File: src/rtl/booth_pkg.sv
// Shared types and helpers for the Booth multiplier scheduler and its step datapath.
package booth_pkg;

  localparam int DEFAULT_WIDTH = 32;

  typedef enum logic [1:0] {
    IDLE = 2'd0,
    ITER = 2'd1,
    DONE = 2'd2
  } state_e;

  typedef enum logic [1:0] {
    OP_NOP = 2'd0,
    OP_ADD = 2'd1,
    OP_SUB = 2'd2
  } booth_op_e;

  // Radix-2 recoding of the {Q[0], Q_-1} bit pair.
  function automatic booth_op_e booth_decode(input logic q0, input logic q_m1);
    booth_op_e op;
    case ({q0, q_m1})
      2'b01:   op = OP_ADD;
      2'b10:   op = OP_SUB;
      default: op = OP_NOP;
    endcase
    return op;
  endfunction

endpackage

File: src/rtl/booth_mult_scheduler_if.sv
// Two-requester operand bus plus response channel of the shared Booth multiplier.
interface booth_mult_scheduler_if #(
  parameter int WIDTH = booth_pkg::DEFAULT_WIDTH
);
  logic               req0Valid;
  logic [WIDTH-1:0]   req0A;
  logic [WIDTH-1:0]   req0B;
  logic               req0Ready;
  logic               req1Valid;
  logic [WIDTH-1:0]   req1A;
  logic [WIDTH-1:0]   req1B;
  logic               req1Ready;
  logic               respValid;
  logic               respReady;
  logic               respId;
  logic [2*WIDTH-1:0] respProduct;
  logic               busy;

  // Client side: requesters and the product consumer.
  modport master (
    output req0Valid, req0A, req0B, req1Valid, req1A, req1B, respReady,
    input  req0Ready, req1Ready, respValid, respId, respProduct, busy
  );

  // Multiplier side.
  modport slave (
    input  req0Valid, req0A, req0B, req1Valid, req1A, req1B, respReady,
    output req0Ready, req1Ready, respValid, respId, respProduct, busy
  );
endinterface

File: src/rtl/booth_radix2_step.sv
// One combinational radix-2 Booth iteration: conditional add/sub of M, then
// arithmetic right shift of {acc, Q, Q_-1}.
module booth_radix2_step
  import booth_pkg::*;
#(
  parameter int WIDTH = DEFAULT_WIDTH
) (
  input  logic [WIDTH:0]   acc,
  input  logic [WIDTH-1:0] q,
  input  logic             q_m1,
  input  logic [WIDTH:0]   m,
  output logic [WIDTH:0]   acc_next,
  output logic [WIDTH-1:0] q_next,
  output logic             q_m1_next
);

  logic [WIDTH:0] sum;

  always_comb begin
    sum = acc;
    case (booth_decode(q[0], q_m1))
      OP_ADD:  sum = acc + m;
      OP_SUB:  sum = acc - m;
      default: sum = acc;
    endcase
    acc_next  = {sum[WIDTH], sum[WIDTH:1]};
    q_next    = {sum[0], q[WIDTH-1:1]};
    q_m1_next = q[0];
  end

endmodule

File: src/rtl/booth_mult_scheduler.sv
// Round-robin front end sharing one iterative radix-2 Booth signed multiplier
// between two requesters; product is returned tagged with the requester ID.
module booth_mult_scheduler
  import booth_pkg::*;
#(
  parameter int WIDTH = DEFAULT_WIDTH
) (
  input logic                   clk,
  input logic                   reset,
  booth_mult_scheduler_if.slave bus
);

  localparam int CW = $clog2(WIDTH + 1);

  state_e             state_reg, state_next;
  logic [WIDTH:0]     acc_reg;
  logic [WIDTH:0]     m_reg;
  logic [WIDTH-1:0]   q_reg;
  logic               q_m1_reg;
  logic [CW-1:0]      count_reg;
  logic               id_reg;
  logic               last_grant_reg;
  logic               resp_id_reg;
  logic [2*WIDTH-1:0] product_reg;

  logic [WIDTH:0]     acc_step;
  logic [WIDTH-1:0]   q_step;
  logic               q_m1_step;
  logic               grant;
  logic [1:0]         ready;
  logic               accept;
  logic               last_step;
  logic [WIDTH-1:0]   sel_a;
  logic [WIDTH-1:0]   sel_b;

  booth_radix2_step #(.WIDTH(WIDTH)) u_step (
    .acc       (acc_reg),
    .q         (q_reg),
    .q_m1      (q_m1_reg),
    .m         (m_reg),
    .acc_next  (acc_step),
    .q_next    (q_step),
    .q_m1_next (q_m1_step)
  );

  // On a tie the requester that did not win last time is granted.
  always_comb begin
    grant = 1'b0;
    case ({bus.req1Valid, bus.req0Valid})
      2'b01:   grant = 1'b0;
      2'b10:   grant = 1'b1;
      2'b11:   grant = ~last_grant_reg;
      default: grant = 1'b0;
    endcase
  end

  assign sel_a = grant ? bus.req1A : bus.req0A;
  assign sel_b = grant ? bus.req1B : bus.req0B;

  always_comb begin
    state_next = state_reg;
    ready      = 2'b00;
    accept     = 1'b0;
    last_step  = 1'b0;
    case (state_reg)
      IDLE: begin
        ready[0] = bus.req0Valid & ~grant;
        ready[1] = bus.req1Valid & grant;
        accept   = |ready;
        if (accept) state_next = ITER;
      end
      ITER: begin
        last_step = (count_reg == CW'(1));
        if (last_step) state_next = DONE;
      end
      DONE: begin
        if (bus.respReady) state_next = IDLE;
      end
      default: state_next = IDLE;
    endcase
  end

  assign bus.req0Ready   = ready[0];
  assign bus.req1Ready   = ready[1];
  assign bus.respValid   = (state_reg == DONE);
  assign bus.respId      = resp_id_reg;
  assign bus.respProduct = product_reg;
  assign bus.busy        = (state_reg != IDLE);

  always_ff @(posedge clk) begin
    if (reset) state_reg <= IDLE;
    else       state_reg <= state_next;
  end

  always_ff @(posedge clk) begin
    if (reset) begin
      acc_reg        <= '0;
      m_reg          <= '0;
      q_reg          <= '0;
      q_m1_reg       <= 1'b0;
      count_reg      <= '0;
      id_reg         <= 1'b0;
      last_grant_reg <= 1'b1;
      resp_id_reg    <= 1'b0;
      product_reg    <= '0;
    end else if (accept) begin
      m_reg          <= {sel_a[WIDTH-1], sel_a};
      q_reg          <= sel_b;
      q_m1_reg       <= 1'b0;
      acc_reg        <= '0;
      count_reg      <= CW'(WIDTH);
      id_reg         <= grant;
      last_grant_reg <= grant;
    end else if (state_reg == ITER) begin
      acc_reg   <= acc_step;
      q_reg     <= q_step;
      q_m1_reg  <= q_m1_step;
      count_reg <= count_reg - CW'(1);
      // Response registers are separate so they survive the next job's iterations.
      if (last_step) begin
        product_reg <= {acc_step[WIDTH-1:0], q_step};
        resp_id_reg <= id_reg;
      end
    end
  end

endmodule
File: src/flat_wrapper.sv
// flat-port wrapper written by rule: the top's interface ports become plain ports
module booth_mult_scheduler_flat import booth_pkg::*;
#(
  parameter int WIDTH = DEFAULT_WIDTH
)
  (clk, reset, bus_req0Valid, bus_req0A, bus_req0B, bus_req1Valid, bus_req1A, bus_req1B, bus_respReady, bus_req0Ready, bus_req1Ready, bus_respValid, bus_respId, bus_respProduct, bus_busy);
  booth_mult_scheduler_if #(.WIDTH(WIDTH)) bus_i ();
  input logic clk;
  input logic reset;
  input wire logic [$bits(bus_i.req0Valid)-1:0] bus_req0Valid;
  input wire logic [$bits(bus_i.req0A)-1:0] bus_req0A;
  input wire logic [$bits(bus_i.req0B)-1:0] bus_req0B;
  input wire logic [$bits(bus_i.req1Valid)-1:0] bus_req1Valid;
  input wire logic [$bits(bus_i.req1A)-1:0] bus_req1A;
  input wire logic [$bits(bus_i.req1B)-1:0] bus_req1B;
  input wire logic [$bits(bus_i.respReady)-1:0] bus_respReady;
  output wire logic [$bits(bus_i.req0Ready)-1:0] bus_req0Ready;
  output wire logic [$bits(bus_i.req1Ready)-1:0] bus_req1Ready;
  output wire logic [$bits(bus_i.respValid)-1:0] bus_respValid;
  output wire logic [$bits(bus_i.respId)-1:0] bus_respId;
  output wire logic [$bits(bus_i.respProduct)-1:0] bus_respProduct;
  output wire logic [$bits(bus_i.busy)-1:0] bus_busy;
  assign bus_i.req0Valid = bus_req0Valid;
  assign bus_i.req0A = bus_req0A;
  assign bus_i.req0B = bus_req0B;
  assign bus_i.req1Valid = bus_req1Valid;
  assign bus_i.req1A = bus_req1A;
  assign bus_i.req1B = bus_req1B;
  assign bus_i.respReady = bus_respReady;
  assign bus_req0Ready = bus_i.req0Ready;
  assign bus_req1Ready = bus_i.req1Ready;
  assign bus_respValid = bus_i.respValid;
  assign bus_respId = bus_i.respId;
  assign bus_respProduct = bus_i.respProduct;
  assign bus_busy = bus_i.busy;
  booth_mult_scheduler #(.WIDTH(WIDTH)) u_core (.clk(clk), .reset(reset), .bus(bus_i));
endmodule
File: config.mk
export PLATFORM = sky130hd
export DESIGN_NAME = booth_mult_scheduler_flat
export DESIGN_NICKNAME = d
export VERILOG_FILES = /design/src/rtl/booth_pkg.sv /design/src/rtl/booth_mult_scheduler_if.sv /design/src/rtl/booth_radix2_step.sv /design/src/rtl/booth_mult_scheduler.sv /design/src/flat_wrapper.sv
export SDC_FILE = /design/constraint.sdc
export NUM_CORES = 1
export LEC_CHECK = 0
export CORE_MARGIN = 5
export CORE_UTILIZATION = 47
export CTS_CLUSTER_DIAMETER = 100
export DETAILED_ROUTE_END_ITERATION = 12
export GPL_TIMING_DRIVEN = 0
export HOLD_SLACK_MARGIN = 0.02
export PLACE_DENSITY = 0.78
export REMOVE_ABC_BUFFERS = 1
export SYNTH_ARGS = -nofsm -noshare
export SYNTH_HDL_FRONTEND = slang
export SYNTH_SLANG_ARGS = --single-unit
export TNS_END_PERCENT = 10
File: constraint.sdc
create_clock -name clk -period 4.5 [get_ports clk]
set_clock_uncertainty 0.05 [all_clocks]
set_input_delay 1.125 -clock clk [delete_from_list [all_inputs] [get_ports clk]]
set_output_delay 1.125 -clock clk [all_outputs]
set_load 0.02 [all_outputs]
==> key figures <==
Status
  • Status: completed

Power
  • Pwr dens: between 300 and 400 nW/µm²
  • Internal: ~3.2 mW
  • NetSw: 1.540 mW
  • Sw frac: approximately a third
  • Reg power frac: around 37%
  • Clk pwr share: 33.0%
  • Max VDD drop: about 0.20 mV
  • Static Leak: 4.790 nW
  • Combinational share of power: 30.3%
  • Overall Power: 4.727 mW

STA
  • Fmax achieved: 0.2279 GHz
  • Min cycle time layout: 4388 ps
  • WHS: 402.6 ps
  • Crit share post-route: 97.51%
  • Final setup fails: 0
  • Slew Limit Headroom: 24.63%
  • RSZ-0062 raised after global routing: yes
  • Final Max Tran Viols: 0
  • Slew of the pin with the lowest slew margin: 1131 ps
  • Final Hold Fails: 0

Die
  • Num rows: between 50 and 60
  • Core Box Area: 20,300 µm²
  • I/O Pins: 202
  • Die Area: approximately 24,000 µm²
  • Initial Utilization: 47.99%
  • Die span in x: between 150 and 200 µm
  • Die height: 154.0 µm

Clock network
  • Clock Latency Late Sink: 430 ps
  • Hold-fix buffers, CTS: 0
  • CTS tree: yes
  • CTS Root Cell: clkbuf_16
  • H-tree depth: 4
  • Clock sinks: 172
  • Deepest clock path buffer count: 2
  • Clock transition at path regs: roughly 70 ps
  • Inserted Clock Buffers: 17

Logic synthesis
  • Post-synth top area share: 35.35%
  • Async SR Flop Fraction: 0%
  • Syn Inst Count: 1,234
  • Mean Syn Cell Area: approximately 7.9 µm²
  • Most used DFF post-synth: dfxtp_1
  • Seq/Total Area, Yosys: 35.35%
  • Post-Syn Area: 9742 µm²
  • Area contributors post-synth: dfxtp_1 35%, a211oi_1 7.1%, nand2_1 6.8%
  • Post-synth cell types: 63
  • Synth Register Bits: approximately 170
  • Syn. warnings: 0
  • EDFF count, synth: 0
  • Cell taking the most area after synthesis: dfxtp_1

Drt
  • DR iter-0 viols: roughly 650
  • Post-route DRC violation count: 0
  • ANT nets after route: 0
  • First drt pass iteration count: 5
  • Total number of vias: 9,303
  • Avg Vias per Cell: about 5.6
  • Wirelength per Cell: between 15 and 20 µm
  • Routed WL: 26,250 µm

Cells and area
  • Fraction of layout cells with a size suffix above 1: 8.890%
  • Layout Nets: about 1,600
  • Max FFs per register: between 60 and 70
  • Cell Count, Final, Fillers Out: 1,676
  • Synth-to-Final Area Change: 33.91%
  • Most frequent cells in the layout: 200 x clkdlybuf4s50_1, 175 x nand2_1, 169 x dfxtp_1, 154 x nor2_1, 104 x a21oi_1
  • Final Cell Area: 13,050 µm²
  • N_diodes: 0
  • Commonest non-fill, non-tap cell in the layout: clkdlybuf4s50_1
  • Fill count: 1,780

Job
  • Max-cap viol count: 0

Global route
  • First-pass GRT wire length: between 40,000 and 50,000 µm
  • Vias in the first global route: 8,757
  • Total congestion overflow: 0
  • GR Util All Layers: between 20% and 30%
  • Pin count of the biggest net entering global routing: 87
  • Initial antenna violation count: 0

Worst setup path
  • CP most frequent cell: a21o_1
  • CP Launch Type: flip-flop
  • CP Class: reg -> reg
  • Delay-heaviest family, CP: simple AND/OR/NAND/NOR gates
  • Crit path required time: around 4800 ps
  • Slowest-stage cell, CP: or4b_4
  • Slowest stage delay, CP: 620 ps
  • Max FO, Critical Path: 5
  • Crit path cell chain: inv_4 > ha_4 > or4b_4 > or4b_4 > nor3_4 > a21oi_2 > xnor2_2 > ha_2 > a21o_1 > a21o_1 > a2111oi_2 > or3_4 > o21ai_4 > o21ai_4 > o41a_4 > a21o_1 > a311oi_2
  • Worst Path Buf+Inv: 1
  • Crit end category: flip-flop
  • Critical path arrival: 4680 ps

Worst hold path
  • Hold Path Class: reg -> reg

Placed design
  • I/O Buffers: 201
  • DP Cell Count: 1,625
  • DP HPWL: 19,090 µm
  • Final Wtd Congestion: 0.9653
  • Placed cell area: 12,050 µm²
-- synthesized netlist by cell type, drive strengths merged, types with 9 or more instances --
cell / n
dfxtp: 172
buf: 19
mux2i: 48
ha: 36
a21o: 22
nand2: 176
a21oi: 108
inv: 14
nor2: 160
o21a: 9
a211oi: 93
a311oi: 40
nor2b: 39
a31oi: 12
o21ai: 39
xnor2: 46
xor2: 9
clkbuf: 74
nor3: 32
-- through the flow --
stage	setup TNS [ps]	setup slack, ps	util [%]
2_1_floorplan	-192130	-3025	-
3_3_place_gp	-667180	-5414	57.84
3_5_place_dp	-4121	-599.9	59.38
4_1_cts	-25.22	-10.04	62.94
5_1_grt	-72.40	-35.31	64.26
6_report	0	112.0	64.26
-- timing repair --
| action | CTS | global route |
|---|---|---|
| gates resized for setup | 12 | 43 |
| pin swaps | 8 | 27 |
| setup buffers | 6 | 13 |
| hold endpoints to repair | 0 | 0 |
| setup endpoints to repair | 16 | 18 |
-- layer usage --
layer  up-vias  GRT usage [%]  share of wire, %
li1       4722              -                 -
met1      4315          29.29                47
met2       236          34.94                47
met3        30          3.345               4.7
met4         0          5.551               1.3
met5         -              0                 0
-- tightest hold or removal path, cell delays in order (launching register included) --
cell     delay, ps
dfxtp_1        310
nand2_1         50
a21oi_1         50
-- layout make-up --
| class | instances | area (µm²) | share of cell area [%] |
|---|---|---|---|
| Multi-Input combinational cell | 955 | 6146 | 47.11 |
| Timing Repair Buffer | 233 | 2417 | 18.53 |
| Sequential cell | 172 | 3452 | 26.46 |
| Inverter | 14 | 57.56 | 0.4412 |
| Clock buffer | 19 | 452.9 | 3.472 |
| Tap cell | 270 | 337.8 | 2.590 |
| Clock inverter | 13 | 181.4 | 1.391 |
-- cells by family after synthesis --
kind of cell	after synthesis	synth area share (%)
AOI/OAI and AO/OA	353	24.63
xor gates and xnor gates	55	4.945
adders and majority gates	37	4.829
buffers and inverters	107	4.136
DFF	172	35.35
muxes	51	5.279
and+or+nand+nor	459	20.83
-- power groups by stage --
stage          Combinational (mW)  Clock, mW  Sequential [mW]
3_5_place_dp                 1.34          0             1.76
2_1_floorplan               0.927          0             1.74
6_report                     1.43       1.56             1.73
4_1_cts                      1.37       1.59             1.73
5_1_grt                      1.58       1.65             1.75
3_3_place_gp                 1.31          0             1.75
-- final timing paths --
kind              slack (ps)                  startpoint                         end  depth (start not counted)
setup / recovery         110             u_core.m_reg[1]  u_core.bus.respProduct[63]                         17
hold / removal           400  u_core.bus.respProduct[50]  u_core.bus.respProduct[50]                          2
setup reg to reg         110             u_core.m_reg[1]  u_core.bus.respProduct[63]                         17
hold reg to reg          400  u_core.bus.respProduct[50]  u_core.bus.respProduct[50]                          2
No activity file was read; power rests on OpenSTA's default activity.
